## src/rtl/pc_ret_stack_unit.sv

```systemverilog
// PC register with an internal return-address stack for jsb/ret flow control.
// Optional build macro RAS_ERR_TRAP_EN vectors pc to TRAP_PC on stack over/underflow.
module pc_ret_stack_unit #(
  parameter int              PC_W      = 12,
  parameter int              RAS_DEPTH = 8,
  parameter logic [PC_W-1:0] RESET_PC  = {PC_W{1'b0}},
  parameter logic [PC_W-1:0] TRAP_PC   = 12'hFFF
) (
  input  logic                         clk,
  input  logic                         rst_n,
  input  logic                         en,
  input  logic [18:0]                  instruction,
  input  logic [1:0]                   pc_src,
  input  logic                         stack_push,
  input  logic                         stack_pop,
  output logic [PC_W-1:0]              pc,
  output logic [$clog2(RAS_DEPTH):0]   ras_count,
  output logic                         ras_overflow,
  output logic                         ras_underflow
);

  localparam int PTR_W = $clog2(RAS_DEPTH);
  localparam int CNT_W = PTR_W + 1;

  logic [PC_W-1:0]  r_pc;
  logic [CNT_W-1:0] r_count;
  logic             r_ovf;
  logic             r_unf;
  logic [PC_W-1:0]  r_ras [RAS_DEPTH];

  logic [PC_W-1:0]  w_pc_inc;
  logic [PC_W-1:0]  w_br_off;
  logic [PC_W-1:0]  w_top;
  logic [PTR_W-1:0] w_top_idx;
  logic [PTR_W-1:0] w_wr_idx;
  logic             w_empty;
  logic             w_full;
  logic             w_do_push;
  logic             w_do_pop;
  logic             w_ovf_set;
  logic             w_unf_set;
  logic [PC_W-1:0]  w_pc_sel;
  logic [PC_W-1:0]  w_pc_next;
  logic [CNT_W-1:0] w_count_next;
  logic             w_unused_bits;

  assign w_pc_inc  = r_pc + {{(PC_W-1){1'b0}}, 1'b1};
  assign w_br_off  = {{(PC_W-8){instruction[7]}}, instruction[7:0]};
  assign w_top_idx = PTR_W'(r_count - {{(CNT_W-1){1'b0}}, 1'b1});
  assign w_wr_idx  = r_count[PTR_W-1:0];
  assign w_top     = r_ras[w_top_idx];
  assign w_empty   = (r_count == {CNT_W{1'b0}});
  assign w_full    = (r_count == CNT_W'(RAS_DEPTH));

  // Pop wins over push when both are requested; push is then silently dropped.
  assign w_do_pop  = stack_pop & ~w_empty;
  assign w_unf_set = stack_pop & w_empty;
  assign w_do_push = stack_push & ~stack_pop & ~w_full;
  assign w_ovf_set = stack_push & ~stack_pop & w_full;

`ifdef RAS_ERR_TRAP_EN
  assign w_unused_bits = ^instruction[18:PC_W];
`else
  assign w_unused_bits = ^{instruction[18:PC_W], TRAP_PC};
`endif

  // Next-PC select, stack count update and optional error vectoring.
  always_comb begin
    w_pc_sel     = w_pc_inc;
    w_pc_next    = w_pc_inc;
    w_count_next = r_count;
    case (pc_src)
      2'b00: w_pc_sel = w_pc_inc;
      2'b01: w_pc_sel = instruction[PC_W-1:0];
      2'b10: begin
        if (!w_empty) begin
          w_pc_sel = w_top;
        end else begin
          w_pc_sel = w_pc_inc;
        end
      end
      2'b11: w_pc_sel = w_pc_inc + w_br_off;
      default: w_pc_sel = w_pc_inc;
    endcase
`ifdef RAS_ERR_TRAP_EN
    if (w_ovf_set || w_unf_set) begin
      w_pc_next = TRAP_PC;
    end else begin
      w_pc_next = w_pc_sel;
    end
`else
    w_pc_next = w_pc_sel;
`endif
    if (w_do_pop) begin
      w_count_next = r_count - {{(CNT_W-1){1'b0}}, 1'b1};
    end else if (w_do_push) begin
      w_count_next = r_count + {{(CNT_W-1){1'b0}}, 1'b1};
    end else begin
      w_count_next = r_count;
    end
  end

  // PC, stack depth and sticky error flags; reset empties the stack.
  always_ff @(posedge clk or negedge rst_n) begin
    if (!rst_n) begin
      r_pc    <= RESET_PC;
      r_count <= {CNT_W{1'b0}};
      r_ovf   <= 1'b0;
      r_unf   <= 1'b0;
    end else if (en) begin
      r_pc    <= w_pc_next;
      r_count <= w_count_next;
      r_ovf   <= r_ovf | w_ovf_set;
      r_unf   <= r_unf | w_unf_set;
    end else begin
      r_pc    <= r_pc;
      r_count <= r_count;
      r_ovf   <= r_ovf;
      r_unf   <= r_unf;
    end
  end

  // Return-address storage; contents are don't-care after reset.
  always_ff @(posedge clk) begin
    if (en && w_do_push) begin
      r_ras[w_wr_idx] <= w_pc_inc;
    end
  end

  assign pc            = r_pc;
  assign ras_count     = r_count;
  assign ras_overflow  = r_ovf;
  assign ras_underflow = r_unf;

endmodule

```

## config.mk

```make
export PLATFORM = sky130hd
export DESIGN_NAME = pc_ret_stack_unit
export DESIGN_NICKNAME = d
export VERILOG_FILES = /design/src/rtl/pc_ret_stack_unit.sv
export SDC_FILE = /design/constraint.sdc
export NUM_CORES = 1
export LEC_CHECK = 0
export ABC_AREA = 1
export CAP_MARGIN = 20
export CELL_PAD_IN_SITES_DETAIL_PLACEMENT = 1
export CELL_PAD_IN_SITES_GLOBAL_PLACEMENT = 2
export CORE_UTILIZATION = 35
export CTS_BUF_LIST = sky130_fd_sc_hd__clkbuf_8
export DETAILED_ROUTE_END_ITERATION = 8
export PLACE_DENSITY = 0.76
export SYNTH_ARGS = -nofsm -noshare
export SYNTH_HDL_FRONTEND = slang
export SYNTH_SLANG_ARGS = --single-unit
```

## constraint.sdc

```tcl
create_clock -name clk -period 3.2 [get_ports clk]
set_input_delay 0.64 -clock clk [delete_from_list [all_inputs] [get_ports clk]]
set_output_delay 0.64 -clock clk [all_outputs]
set_load 0.005 [all_outputs]
```

==> impl_metrics.py <==
metrics = {
    "logic_synthesis": {
        "synth_seq_cells": 114,
        "syn-num-nets": 695,
        "post_synth_most_frequent_cells": "sky130_fd_sc_hd__nand2_1, sky130_fd_sc_hd__edfxtp_1, sky130_fd_sc_hd__nand3_1",
        "postSynthCellCount": 651,
        "post_synth_instance_area_um2": 5980,
        "synth_area_leader_cell": "sky130_fd_sc_hd__edfxtp_1",
        "top_reg_cell_synth": "sky130_fd_sc_hd__edfxtp_1",
        "synth_top_cells_by_area": "sky130_fd_sc_hd__edfxtp_1, sky130_fd_sc_hd__nand2_1, sky130_fd_sc_hd__dfrtp_1",
        "synth_top_area_share_pct": 48.2,
        "post-synth-top-count-cell": "sky130_fd_sc_hd__nand2_1",
        "synthArstFlopShare_pct": 15.8,
        "seq_area_frac_synth_pct": 55.7,
        "ys_warn_count": 0,
        "postSynthAreaPerCell_um2": 9.19,
        "synth-edff-count": 96,
        "yosys.cell_types.count": 42,
    },
    "pwr": {
        "p_sw_share_pct": 43.6,
        "ir_worst_vdd_mv": 0.559,
        "power_mw": 6.72,
        "share_comb_of_total_power_pct": 48.2,
        "pwr-share-seq_pct": 30.4,
        "power_density_over_the_cells_nw_per_um2": 950,
        "power.switching_mw": 2.93,
        "internal-power_mw": 3.79,
        "power_leakage_nw": 2.87,
        "clock_power_share_pct": 21.4,
    },
    "grt": {
        "total_gr_overflow": 0,
        "vias_in_the_first_global_route": 5051,
        "wire_length_of_the_first_global_routing_pass_um": 27300,
        "grt_antenna_before_repair": 0,
        "maximum_number_of_pins_on_one_net_before_global_route_repair": 54,
        "grtUsageTotal_pct": 21.1,
    },
    "layout": {
        "num-nets-final": 749,
        "drive_gt1_share_pct": 11.7,
        "syn_to_final_growth_pct": 18.4,
        "antenna-diode-count": 0,
        "finalInstanceArea_um2": 7080,
    },
    "cts": {
        "tritoncts_num_sinks": 114,
        "clk_latency_ns": 0.43,
        "ctsRootBufferMaster": "sky130_fd_sc_hd__clkbuf_8",
        "cts_tree": "yes",
        "cts_buffer_depth": 2,
        "ctsHtreeMaxLevel": 4,
        "cts_hold_buffers": 0,
        "number_of_buffers_created_by_cts": 17,
        "clk_pin_slew_worst_paths_ns": 0.08,
    },
    "die": {
        "core_region_area_um2": 16600,
        "io_pins": 44,
        "die_x_um": 133,
        "die_area_um2": 17600,
        "num_rows": 47,
        "initial_core_util_pct": 35.9,
        "die-height_um": 133,
    },
    "place": {
        "gp_congestion": 0.815,
        "dp_hpwl_um": 12500,
        "pre_cts_slack_ns": 0.259,
        "place_area_um2": 6630,
        "portBuffers": 36,
    },
    "critical_path": {
        "crit_path_start_kind": "register",
        "end_kind": "register",
        "cp.required_ns": 3.53,
        "worstPathMaxFanout": 9,
        "worst-setup-path-type": "register to register",
        "cp.arrival_ns": 3.17,
    },
    "timing": {
        "tns_ns": 0,
        "postLayoutSetupSlackWorst_ns": 0.364,
        "worstMarginPinSlew_ns": 0.901,
        "grt_setup_unrepaired": "no",
        "slew-limit-headroom_pct": 39.7,
        "min_tclk_post_route_ns": 2.84,
        "fmax_ghz": 0.353,
        "layout_worst_path_cycle_share_pct": 88.6,
        "slew_viol_final": 0,
        "number_of_failing_setup_endpoints_in_the_final_timing_report": 0,
        "finalClockSkew_ns": 0.0137,
        "finalHoldViolCount": 0,
    },
    "routing": {
        "pre_repair_dr_iteration_count": 4,
        "routed-via-count": 4804,
        "post-route-drc-count": 0,
        "initialDrtViolationCount": 220,
        "avgRoutedWirePerCell_um": 18.9,
        "detail-route-antenna-nets": 0,
        "wl_um": 17700,
        "via_density_per_instance": 5.12,
    },
    "worst_hold_path": {
        "holdCritPathClass": "register to register",
    },
    "flow_run": {
        "cap_violations": 0,
    },
    "outcome": {
        "status": "complete, no violations",
    },
}
final timing paths:
| check | start | end | slack [ns] | cells after the start |
|---|---|---|---|---|
| hold reg to reg | ras_overflow$_DFFE_PN0P_ | ras_overflow$_DFFE_PN0P_ | 0.47 | 1 |
| setup / recovery | pc[0]$_DFFE_PN0P_ | pc[11]$_DFFE_PN0P_ | 0.36 | 20 |
| setup reg to reg | pc[0]$_DFFE_PN0P_ | pc[11]$_DFFE_PN0P_ | 0.36 | 20 |
| min in group asynchronous | rst_n | ras_count[0]$_DFFE_PN0P_ | 0.71 | 1 |
| max in group asynchronous | rst_n | pc[1]$_DFFE_PN0P_ | 1.92 | 1 |
| hold / removal | ras_overflow$_DFFE_PN0P_ | ras_overflow$_DFFE_PN0P_ | 0.47 | 1 |
cells in the final DEF, fill, tap and decap left out, types with 2 or more instances in the layout:
master	count
sky130_fd_sc_hd__clkbuf_8	17
sky130_fd_sc_hd__inv_1	43
sky130_fd_sc_hd__xor2_1	6
sky130_fd_sc_hd__nand3b_1	3
sky130_fd_sc_hd__ha_1	16
sky130_fd_sc_hd__clkinv_1	4
sky130_fd_sc_hd__nand4_1	3
sky130_fd_sc_hd__o22ai_1	8
sky130_fd_sc_hd__o21ai_1	3
sky130_fd_sc_hd__nand2_1	190
sky130_fd_sc_hd__buf_4	22
sky130_fd_sc_hd__edfxtp_1	96
sky130_fd_sc_hd__o21ai_2	2
sky130_fd_sc_hd__clkinvlp_4	7
sky130_fd_sc_hd__dfrtp_1	18
sky130_fd_sc_hd__a21oi_1	19
sky130_fd_sc_hd__bufinv_16	4
sky130_fd_sc_hd__a21o_1	2
sky130_fd_sc_hd__nand3_1	90
sky130_fd_sc_hd__nor2_2	2
sky130_fd_sc_hd__nand2_2	6
sky130_fd_sc_hd__or2_2	3
sky130_fd_sc_hd__o21ai_0	31
sky130_fd_sc_hd__nor2_1	55
sky130_fd_sc_hd__nor3_2	3
sky130_fd_sc_hd__nor2_4	2
sky130_fd_sc_hd__clkdlybuf4s50_1	36
sky130_fd_sc_hd__o21bai_1	3
sky130_fd_sc_hd__inv_2	8
worst max-delay path: stages, from the launching register on:
cell,delay [ns]
sky130_fd_sc_hd__dfrtp_1,0.46
sky130_fd_sc_hd__ha_1,0.21
sky130_fd_sc_hd__nand2_1,0.09
sky130_fd_sc_hd__inv_1,0.10
sky130_fd_sc_hd__nand2_2,0.08
sky130_fd_sc_hd__nor2_2,0.12
sky130_fd_sc_hd__inv_1,0.05
sky130_fd_sc_hd__nand2_1,0.12
sky130_fd_sc_hd__inv_1,0.20
sky130_fd_sc_hd__ha_4,0.36
sky130_fd_sc_hd__nand2_1,0.09
sky130_fd_sc_hd__nor2_1,0.18
sky130_fd_sc_hd__nand2_1,0.08
sky130_fd_sc_hd__a21oi_1,0.15
sky130_fd_sc_hd__nor2_1,0.11
sky130_fd_sc_hd__inv_1,0.07
sky130_fd_sc_hd__nand2_1,0.05
sky130_fd_sc_hd__nand3_1,0.06
sky130_fd_sc_hd__nand2_1,0.07
sky130_fd_sc_hd__nand2_1,0.06
sky130_fd_sc_hd__nand2_1,0.04
per-layer routing:
layer	vias up	part of all wire (%)	global-route usage (%)
met5	-	0	0
met4	0	1.7	7.47
met3	21	2.6	3.91
met2	75	51	37.8
met1	2390	44	25.1
li1	2318	-	-
layout make-up:
class                   instances  area (um^2)
multi-input cells             460         2310
inverters                      54          209
clock inverters                15          190
flip-flops and latches        114         3330
clock buffers                  17          234
fillers                      1933         9560
well taps                     220          275
repair buffers                 58          526
timing repair:
action                                  in CTS  in global routing
resized for setup                            0                  3
buffers inserted                             0                  1
endpoints found under the setup margin       0                  1
endpoints found under the hold margin        0                  0
power groups by stage:
stage                     clock [mW]  combinational (mW)  sequential [mW]
final                           1.44                3.24             2.04
after global routing            1.53                3.60             2.06
after CTS                       1.48                3.25             2.05
after detailed placement           0                3.23             2.08
after global placement             0                3.12             2.07
after floorplan                    0                2.09             2.04
registers in the layout, indices dropped and copies added, names as in the netlist:
signal,flops
ras_count,4
ras_underflow,1
r_ras,96
ras_overflow,1
pc,12
metrics by stage:
step / hold WS (ns) / utilization (%) / instances
2_1_floorplan: 0.344 / - / 651
3_3_place_gp: 0.446 / 39.9 / 905
3_5_place_dp: 0.459 / 39.9 / 905
4_1_cts: 0.476 / 42.4 / 937
5_1_grt: 0.493 / 42.5 / 938
6_report: 0.468 / 42.5 / 938
kinds of logic (layout without fill, tap and decap cells):
family	count (synthesis)	in the layout	synth area share (%)
adders and majority gates	18	18	3.89
muxes	1	1	0.167
DFF	114	114	55.7
and+or+nand+nor	360	360	25.7
AOI/OAI and AO/OA	74	74	7.05
buffers and inverters	77	144	6.15
xor gates and xnor gates	7	7	1.34
No activity file was read; power rests on OpenSTA's default activity.
